**config.mk**
```make
export PLATFORM = sky130hd
export DESIGN_NAME = coeff_block_packer_flat
export DESIGN_NICKNAME = d
export VERILOG_FILES = /design/src/rtl/coeff_block_packer_pkg.sv /design/src/rtl/coeff_block_packer_if.sv /design/src/rtl/coeff_block_packer_block_addr_gen.sv /design/src/rtl/coeff_block_packer.sv /design/src/flat_wrapper.sv
export SDC_FILE = /design/constraint.sdc
export NUM_CORES = 2
export LEC_CHECK = 0
export ABC_AREA = 1
export ABC_CLOCK_PERIOD_IN_PS = 1790
export CAP_MARGIN = 10
export CORE_ASPECT_RATIO = 1.2
export CORE_MARGIN = 5
export CORE_UTILIZATION = 49
export DETAILED_ROUTE_END_ITERATION = 16
export GPL_ROUTABILITY_DRIVEN = 0
export GPL_TIMING_DRIVEN = 0
export PLACE_DENSITY = 0.81
export SLEW_MARGIN = 20
export SYNTH_ARGS = -nofsm -noshare
export SYNTH_HDL_FRONTEND = slang
export SYNTH_SLANG_ARGS = --single-unit
```
**constraint.sdc**
```tcl
create_clock -name clk -period 1.79 [get_ports clk]
set_input_delay 0.358 -clock clk [delete_from_list [all_inputs] [get_ports clk]]
set_output_delay 0.358 -clock clk [all_outputs]
set_load 0.01 [all_outputs]
```
**src/rtl/coeff_block_packer_pkg.sv**
```systemverilog
// rtl/coeff_block_packer_pkg.sv - shared constants and FSM encoding for the coefficient block packer
package coeff_block_packer_pkg;

    localparam int BANKS             = 32;
    localparam int SUBBANKS_PER_BANK = 8;
    localparam int COEFF_BITS        = 50;
    localparam int COEFFS_PER_BLOCK  = 8;
    localparam int DEPTH_PER_SUBBANK = 1024;
    localparam int LINE_WIDTH        = COEFF_BITS * COEFFS_PER_BLOCK;
    localparam int AAW               = $clog2(DEPTH_PER_SUBBANK);
    localparam int BANK_W            = $clog2(BANKS);
    localparam int SUB_W             = $clog2(SUBBANKS_PER_BANK);
    localparam int POS_W             = $clog2(COEFFS_PER_BLOCK);

    typedef enum logic [1:0] {
        ST_IDLE  = 2'd0,
        ST_FILL  = 2'd1,
        ST_DRAIN = 2'd2
    } state_t;

endpackage

```
**src/rtl/coeff_block_packer_if.sv**
```systemverilog
// rtl/coeff_block_packer_if.sv - control, coefficient stream and block-write bus of the packer
interface coeff_block_packer_if
    import coeff_block_packer_pkg::*;
    ();

    logic                   start;
    logic [AAW-1:0]         base_addr;
    logic                   busy;
    logic                   done;
    logic                   err_wrap;
    logic                   err_short;
    logic                   s_valid;
    logic                   s_ready;
    logic [COEFF_BITS-1:0]  s_coeff;
    logic                   s_last;
    logic                   m_valid;
    logic                   m_ready;
    logic [BANK_W-1:0]      m_bank;
    logic [SUB_W-1:0]       m_sub;
    logic [AAW-1:0]         m_addr;
    logic [LINE_WIDTH-1:0]  m_line;

    modport slave (
        input  start, base_addr, s_valid, s_coeff, s_last, m_ready,
        output busy, done, err_wrap, err_short, s_ready,
               m_valid, m_bank, m_sub, m_addr, m_line
    );

    modport master (
        output start, base_addr, s_valid, s_coeff, s_last, m_ready,
        input  busy, done, err_wrap, err_short, s_ready,
               m_valid, m_bank, m_sub, m_addr, m_line
    );

endinterface

```
**src/rtl/coeff_block_packer_block_addr_gen.sv**
```systemverilog
// rtl/coeff_block_packer_block_addr_gen.sv - block index to (bank, sub, addr) interleave counter
// Bank is the fastest digit, then sub-bank, then line address; carries replace division.
module coeff_block_packer_block_addr_gen
    import coeff_block_packer_pkg::*;
(
    input  logic              clk,
    input  logic              rst,
    input  logic              i_init,
    input  logic [AAW-1:0]    i_base,
    input  logic              i_adv,
    output logic [BANK_W-1:0] o_bank,
    output logic [SUB_W-1:0]  o_sub,
    output logic [AAW-1:0]    o_addr,
    output logic              o_wrap
);

    logic [BANK_W-1:0] r_bank;
    logic [SUB_W-1:0]  r_sub;
    logic [AAW-1:0]    r_addr;
    logic              w_bank_c;
    logic              w_sub_c;

    assign w_bank_c = &r_bank;
    assign w_sub_c  = w_bank_c && (&r_sub);
    // The line address rolls past the top of the sub-bank on this advance.
    assign o_wrap   = i_adv && w_sub_c && (&r_addr);

    always_ff @(posedge clk) begin
        if (rst) begin
            r_bank <= '0;
            r_sub  <= '0;
            r_addr <= '0;
        end else if (i_init) begin
            r_bank <= '0;
            r_sub  <= '0;
            r_addr <= i_base;
        end else if (i_adv) begin
            r_bank <= r_bank + 1'b1;
            if (w_bank_c) r_sub  <= r_sub + 1'b1;
            if (w_sub_c)  r_addr <= r_addr + 1'b1;
        end
    end

    assign o_bank = r_bank;
    assign o_sub  = r_sub;
    assign o_addr = r_addr;

endmodule

```
**src/rtl/coeff_block_packer.sv**
```systemverilog
// rtl/coeff_block_packer.sv - packs 50-bit coefficients into 8-wide interleaved block writes
// Option PACKER_ZERO_PAD_EN: short final blocks are zero-filled and err_short is tied low.
module coeff_block_packer
    import coeff_block_packer_pkg::*;
(
    input  logic clk,
    input  logic rst,
    coeff_block_packer_if.slave bus
);

    state_t                r_state;
    logic [POS_W-1:0]      r_pos;
    logic [LINE_WIDTH-1:0] r_asm;
    logic [LINE_WIDTH-1:0] r_m_line;
    logic [LINE_WIDTH-1:0] w_line;
    logic                  r_m_valid;
    logic [BANK_W-1:0]     r_m_bank;
    logic [SUB_W-1:0]      r_m_sub;
    logic [AAW-1:0]        r_m_addr;
    logic                  r_err_wrap;
`ifndef PACKER_ZERO_PAD_EN
    logic                  r_err_short;
`endif
    logic                  w_s_ready;
    logic                  w_s_fire;
    logic                  w_m_fire;
    logic                  w_last_pos;
    logic                  w_blk_end;
    logic                  w_gen_init;
    logic [BANK_W-1:0]     w_gen_bank;
    logic [SUB_W-1:0]      w_gen_sub;
    logic [AAW-1:0]        w_gen_addr;
    logic                  w_gen_wrap;

    assign w_s_ready  = (r_state == ST_FILL) && (!r_m_valid || bus.m_ready);
    assign w_s_fire   = bus.s_valid && w_s_ready;
    assign w_m_fire   = r_m_valid && bus.m_ready;
    assign w_last_pos = (r_pos == POS_W'(COEFFS_PER_BLOCK - 1));
    assign w_blk_end  = w_s_fire && (w_last_pos || bus.s_last);
    assign w_gen_init = (r_state == ST_IDLE) && bus.start;

    coeff_block_packer_block_addr_gen u_addr_gen (
        .clk    (clk),
        .rst    (rst),
        .i_init (w_gen_init),
        .i_base (bus.base_addr),
        .i_adv  (w_blk_end),
        .o_bank (w_gen_bank),
        .o_sub  (w_gen_sub),
        .o_addr (w_gen_addr),
        .o_wrap (w_gen_wrap)
    );

    // Assembly line with the incoming coefficient merged at the current position.
    always_comb begin
        w_line = r_asm;
        for (int p = 0; p < COEFFS_PER_BLOCK; p++) begin
            if (POS_W'(p) == r_pos) begin
                w_line[p*COEFF_BITS +: COEFF_BITS] = bus.s_coeff;
            end
`ifdef PACKER_ZERO_PAD_EN
            else if (POS_W'(p) > r_pos) begin
                w_line[p*COEFF_BITS +: COEFF_BITS] = '0;
            end
`endif
        end
    end

    always_ff @(posedge clk) begin
        if (rst) begin
            r_state     <= ST_IDLE;
            r_pos       <= '0;
            r_asm       <= '0;
            r_m_line    <= '0;
            r_m_valid   <= 1'b0;
            r_m_bank    <= '0;
            r_m_sub     <= '0;
            r_m_addr    <= '0;
            r_err_wrap  <= 1'b0;
`ifndef PACKER_ZERO_PAD_EN
            r_err_short <= 1'b0;
`endif
        end else begin
            if (w_m_fire) r_m_valid <= 1'b0;
            case (r_state)
                ST_IDLE: begin
                    if (bus.start) begin
                        r_state     <= ST_FILL;
                        r_pos       <= '0;
                        r_err_wrap  <= 1'b0;
`ifndef PACKER_ZERO_PAD_EN
                        r_err_short <= 1'b0;
`endif
                    end
                end
                ST_FILL: begin
                    if (w_s_fire) begin
                        r_asm <= w_line;
                        r_pos <= r_pos + 1'b1;
                        // A load in the same cycle as a drain overrides the clear above.
                        if (w_blk_end) begin
                            r_pos     <= '0;
                            r_m_line  <= w_line;
                            r_m_bank  <= w_gen_bank;
                            r_m_sub   <= w_gen_sub;
                            r_m_addr  <= w_gen_addr;
                            r_m_valid <= 1'b1;
                            if (w_gen_wrap) r_err_wrap <= 1'b1;
                            if (bus.s_last) begin
                                r_state <= ST_DRAIN;
`ifndef PACKER_ZERO_PAD_EN
                                if (!w_last_pos) r_err_short <= 1'b1;
`endif
                            end
                        end
                    end
                end
                ST_DRAIN: begin
                    if (w_m_fire) r_state <= ST_IDLE;
                end
                default: r_state <= ST_IDLE;
            endcase
        end
    end

    assign bus.s_ready  = w_s_ready;
    assign bus.busy     = (r_state != ST_IDLE);
    assign bus.done     = (r_state == ST_DRAIN) && w_m_fire;
    assign bus.m_valid  = r_m_valid;
    assign bus.m_bank   = r_m_bank;
    assign bus.m_sub    = r_m_sub;
    assign bus.m_addr   = r_m_addr;
    assign bus.m_line   = r_m_line;
    assign bus.err_wrap = r_err_wrap;
`ifdef PACKER_ZERO_PAD_EN
    assign bus.err_short = 1'b0;
`else
    assign bus.err_short = r_err_short;
`endif

endmodule

```
**src/flat_wrapper.sv**
```systemverilog
// flat-port wrapper written by rule: the top's interface ports become plain ports
module coeff_block_packer_flat import coeff_block_packer_pkg::*;
  (clk, rst, bus_start, bus_base_addr, bus_s_valid, bus_s_coeff, bus_s_last, bus_m_ready, bus_busy, bus_done, bus_err_wrap, bus_err_short, bus_s_ready, bus_m_valid, bus_m_bank, bus_m_sub, bus_m_addr, bus_m_line);
  coeff_block_packer_if bus_i ();
  input  logic clk;
  input  logic rst;
  input wire logic [$bits(bus_i.start)-1:0] bus_start;
  input wire logic [$bits(bus_i.base_addr)-1:0] bus_base_addr;
  input wire logic [$bits(bus_i.s_valid)-1:0] bus_s_valid;
  input wire logic [$bits(bus_i.s_coeff)-1:0] bus_s_coeff;
  input wire logic [$bits(bus_i.s_last)-1:0] bus_s_last;
  input wire logic [$bits(bus_i.m_ready)-1:0] bus_m_ready;
  output wire logic [$bits(bus_i.busy)-1:0] bus_busy;
  output wire logic [$bits(bus_i.done)-1:0] bus_done;
  output wire logic [$bits(bus_i.err_wrap)-1:0] bus_err_wrap;
  output wire logic [$bits(bus_i.err_short)-1:0] bus_err_short;
  output wire logic [$bits(bus_i.s_ready)-1:0] bus_s_ready;
  output wire logic [$bits(bus_i.m_valid)-1:0] bus_m_valid;
  output wire logic [$bits(bus_i.m_bank)-1:0] bus_m_bank;
  output wire logic [$bits(bus_i.m_sub)-1:0] bus_m_sub;
  output wire logic [$bits(bus_i.m_addr)-1:0] bus_m_addr;
  output wire logic [$bits(bus_i.m_line)-1:0] bus_m_line;
  assign bus_i.start = bus_start;
  assign bus_i.base_addr = bus_base_addr;
  assign bus_i.s_valid = bus_s_valid;
  assign bus_i.s_coeff = bus_s_coeff;
  assign bus_i.s_last = bus_s_last;
  assign bus_i.m_ready = bus_m_ready;
  assign bus_busy = bus_i.busy;
  assign bus_done = bus_i.done;
  assign bus_err_wrap = bus_i.err_wrap;
  assign bus_err_short = bus_i.err_short;
  assign bus_s_ready = bus_i.s_ready;
  assign bus_m_valid = bus_i.m_valid;
  assign bus_m_bank = bus_i.m_bank;
  assign bus_m_sub = bus_i.m_sub;
  assign bus_m_addr = bus_i.m_addr;
  assign bus_m_line = bus_i.m_line;
  coeff_block_packer u_core (.clk(clk), .rst(rst), .bus(bus_i));
endmodule
```
==> impl_metrics.env <==
export IMPL_htree_num_levels=3
export IMPL_cp_data_required_time_ns=2.36
export IMPL_drtPass1Iterations=6
export IMPL_ys_ff_latch=844
export IMPL_rsz0062_at_grt="yes"
export IMPL_drtIter0Drc=3980
export IMPL_worstSetupStartpointType="flop"
export IMPL_vias_per_cell=5.81
export IMPL_rr_worst_depth=10
export IMPL_max_freq_ghz=0.513
export IMPL_hp_class="input port to flop"
export IMPL_wl_met3_um=16400
export IMPL_netlist_area_leader_share_pct=50.6
export IMPL_start_util_pct=49.6
export IMPL_antenna_found_initial=7
export IMPL_clk_pin_slew_worst_paths_ns=0.07
export IMPL_period_needed_ns=1.95
export IMPL_final_area_mm2=0.0464
export IMPL_cts_buffers=84
export IMPL_synth_edf_count=0
export IMPL_seq_area_mm2=0.0169
export IMPL_synth_area_mm2=0.0334
export IMPL_syn_to_final_growth_pct=38.9
export IMPL_met1Wirelength_um=47700
export IMPL_status="complete, but fails checks"
export IMPL_worst_slack_ns=-0.158
export IMPL_holdBufCountCts=0
export IMPL_cp_startpoint="u_core.r_state[0]"
export IMPL_crit_type="flop to flop"
export IMPL_dpl_worst_slack_ns=-1.54
export IMPL_synth_top_cell_by_area="dfxtp_1"
export IMPL_dieArea_mm2=0.0735
export IMPL_finalCritPeriodShare_pct=109
export IMPL_die_h_um=296
export IMPL_routed_wl_um=141000
export IMPL_p_leak_nw=19.1
export IMPL_yosysWarnings=0
export IMPL_insertion_delay_ns=0.64
export IMPL_slew_headroom_pct=44.8
export IMPL_critPathMaxFanout=8
export IMPL_rrSetupSlack_ns=-0.16
export IMPL_switchingPower_w=0.0120
export IMPL_cts_buffer_depth=3
export IMPL_hpwl_um=92500
export IMPL_multi_input_area_mm2=0.0159
export IMPL_fp_dieW_um=248
export IMPL_drc_errors=0
export IMPL_grt_first_pass_wirelength_um=192000
export IMPL_p_total_w=0.0443
export IMPL_seqPwrFrac_pct=44.9
export IMPL_final_layout_size_suffix_gt1_share_pct=15.6
export IMPL_crit_arrival_ns=2.52
export IMPL_internal_power_w=0.0323
export IMPL_io_buffers=489
export IMPL_grt_overflow_total=0
export IMPL_place_area_mm2=0.0394
export IMPL_synthTopCellsByArea="dfxtp_1 (51%), o21ai_0 (14%), nand2_1 (12%), nor2_1 (9.6%), a21oi_1 (6.4%)"
export IMPL_clkPwrFrac_pct=41.5
export IMPL_ys_flop_type="dfxtp_1"
export IMPL_grt_usage_pct=33.7
export IMPL_violations="setup timing"
export IMPL_vdd_ir_drop_max_v=0.000912
export IMPL_ys_seq_area_share_pct=50.6
export IMPL_grt_start_max_net_pins=20
export IMPL_worstMarginPinSlew_ns=0.828
export IMPL_reg2reg_to="u_core.bus.err_wrap"
export IMPL_rows=104
export IMPL_max_cap_viol_count=0
export IMPL_post_route_util_pct=68.8
export IMPL_drt_wirelength_per_cell_um=22.4
export IMPL_root_buffer="clkbuf_16"
export IMPL_p_per_area_mw_per_mm2=955
export IMPL_ant_nets=0
export IMPL_tritoncts="done"
export IMPL_io_pins=490
export IMPL_end_kind="flop"
export IMPL_grt_pass1_vias=33214
export IMPL_critPathCapture="u_core.bus.err_wrap"
export IMPL_yosys_top_cells_count="nand2_1 (1064), o21ai_0 (930), nor2_1 (854)"
export IMPL_setup_violations_final=501
export IMPL_pwr_share_comb_pct=13.6
export IMPL_ys_types=24
export IMPL_via_count=36741
export IMPL_synth_most_common_cell="nand2_1"
export IMPL_p_sw_share_pct=27.1
export IMPL_nFillCells=5330
export IMPL_syn_nets=4783
export IMPL_ys_async_sr_fraction_pct=0
export IMPL_core_area_mm2=0.0674
export IMPL_finalMaxSlewViolations=0
export IMPL_clock_skew_ns=0.0158
export IMPL_highest_layer="met4"
export IMPL_hold_viol=0
export IMPL_wl_met2_um=64400
export IMPL_fin_setup_tns_ns=-22.55
export IMPL_syn_inst=4706
export IMPL_avgSynthCellArea_um2=7.10
export IMPL_nNetsFinal=5431
export IMPL_cts_sinks=844
export IMPL_r2r_start="u_core.r_state[0]"
==> logic make-up after synthesis <==
| group | count (synthesis) | share of synthesized area (%) |
|---|---|---|
| compound gates | 1360 | 20.4 |
| xor+xnor | 4 | 0.105 |
| fa+ha+maj | 11 | 0.412 |
| buf+inv | 541 | 6.42 |
| flops | 844 | 50.6 |
| simple gates | 1946 | 22.1 |
==> state kept, by name (all words and copies together) (netlist names) <==
signal / flops
u_core.bus.m_line: 400
u_core.r_asm: 400
u_core.bus.m_addr: 10
u_core.u_addr_gen.o_addr: 10
u_core.bus.m_bank: 5
u_core.u_addr_gen.o_bank: 5
u_core.bus.m_sub: 3
u_core.r_pos: 3
u_core.u_addr_gen.o_sub: 3
u_core.r_state: 2
u_core.bus.err_short: 1
u_core.bus.err_wrap: 1
u_core.bus.m_valid: 1
==> routing by layer <==
metal | global-route usage, % | vias up
li1 | - | 16575
met1 | 38.7 | 16952
met2 | 55.3 | 2506
met3 | 8.92 | 708
met4 | 22.6 | 0
met5 | 0 | -
==> cell type report <==
class	instances	area share, %
diodes	10	0.0539
flip-flops and latches	844	36.5
repair buffers	569	12.4
inverters	182	1.49
well taps	901	2.43
plain buffers	352	6.82
multi-input cells	3321	34.2
clock buffers	122	5.39
clock inverters	26	0.698
==> placed cells by master, fill, tap and decap left out, types with 30 or more instances in the layout <==
master	netlist	layout
nand2_1	1064	1050
buf_2	91	47
dlygate4sd2_1	0	420
buf_6	0	31
o21ai_1	0	359
o21ai_0	930	334
a21oi_1	425	421
dfxtp_1	844	829
buf_8	0	30
o21ai_2	0	194
clkbuf_2	0	119
clkbuf_16	0	139
o21ai_4	0	43
buf_12	0	38
clkbuf_1	265	69
inv_1	179	174
nor2_1	854	816
clkdlybuf4s50_1	0	65
nor2_2	1	36
==> metrics by stage <==
stage,instances,hold WS (ns)
CTS,6280,0.379
global placement,6096,0.433
floorplan,4706,0.424
finish,6327,0.423
detailed placement,6096,0.438
global route,6323,0.436
==> timing repair <==
item	4_1_cts	5_1_grt
resized for setup	1304	846
cloned	13	40
endpoints found under the setup margin	1268	839
buffers inserted	25	7
pin swaps	20	88
==> critical path: stages (launching register included) <==
cell and delay (ns):
dfxtp_4 0.41, inv_2 0.07, nor2_4 0.14, nand3_4 0.20
nor2_4 0.25, buf_12 0.19, buf_16 0.21, nand3_4 0.08
nand2_2 0.11, nand2_2 0.07, a21oi_1 0.14
==> power groups by stage <==
stage                     logic (W)  clock network [W]  registers (W)
after floorplan             0.00236                  0         0.0204
after CTS                   0.00520             0.0183         0.0199
after global placement      0.00481                  0         0.0203
after detailed placement    0.00488                  0         0.0203
final                       0.00602             0.0184         0.0199
after global routing        0.00634             0.0192         0.0199
==> how the worst min path moves through the flow <==
stage,startpoint,endpoint,slack [ns],cells after the start
floorplan,u_core.r_asm[150],u_core.r_asm[150],0.42,2
global placement,u_core.r_asm[180],u_core.r_asm[180],0.43,2
detailed placement,u_core.r_asm[179],u_core.r_asm[179],0.44,2
CTS,bus_s_last,u_core.r_state[1],0.38,3
global route,bus_base_addr[8],u_core.u_addr_gen.o_addr[8],0.44,4
finish,bus_base_addr[0],u_core.u_addr_gen.o_addr[0],0.42,3
No activity file was read; power rests on OpenSTA's default activity.
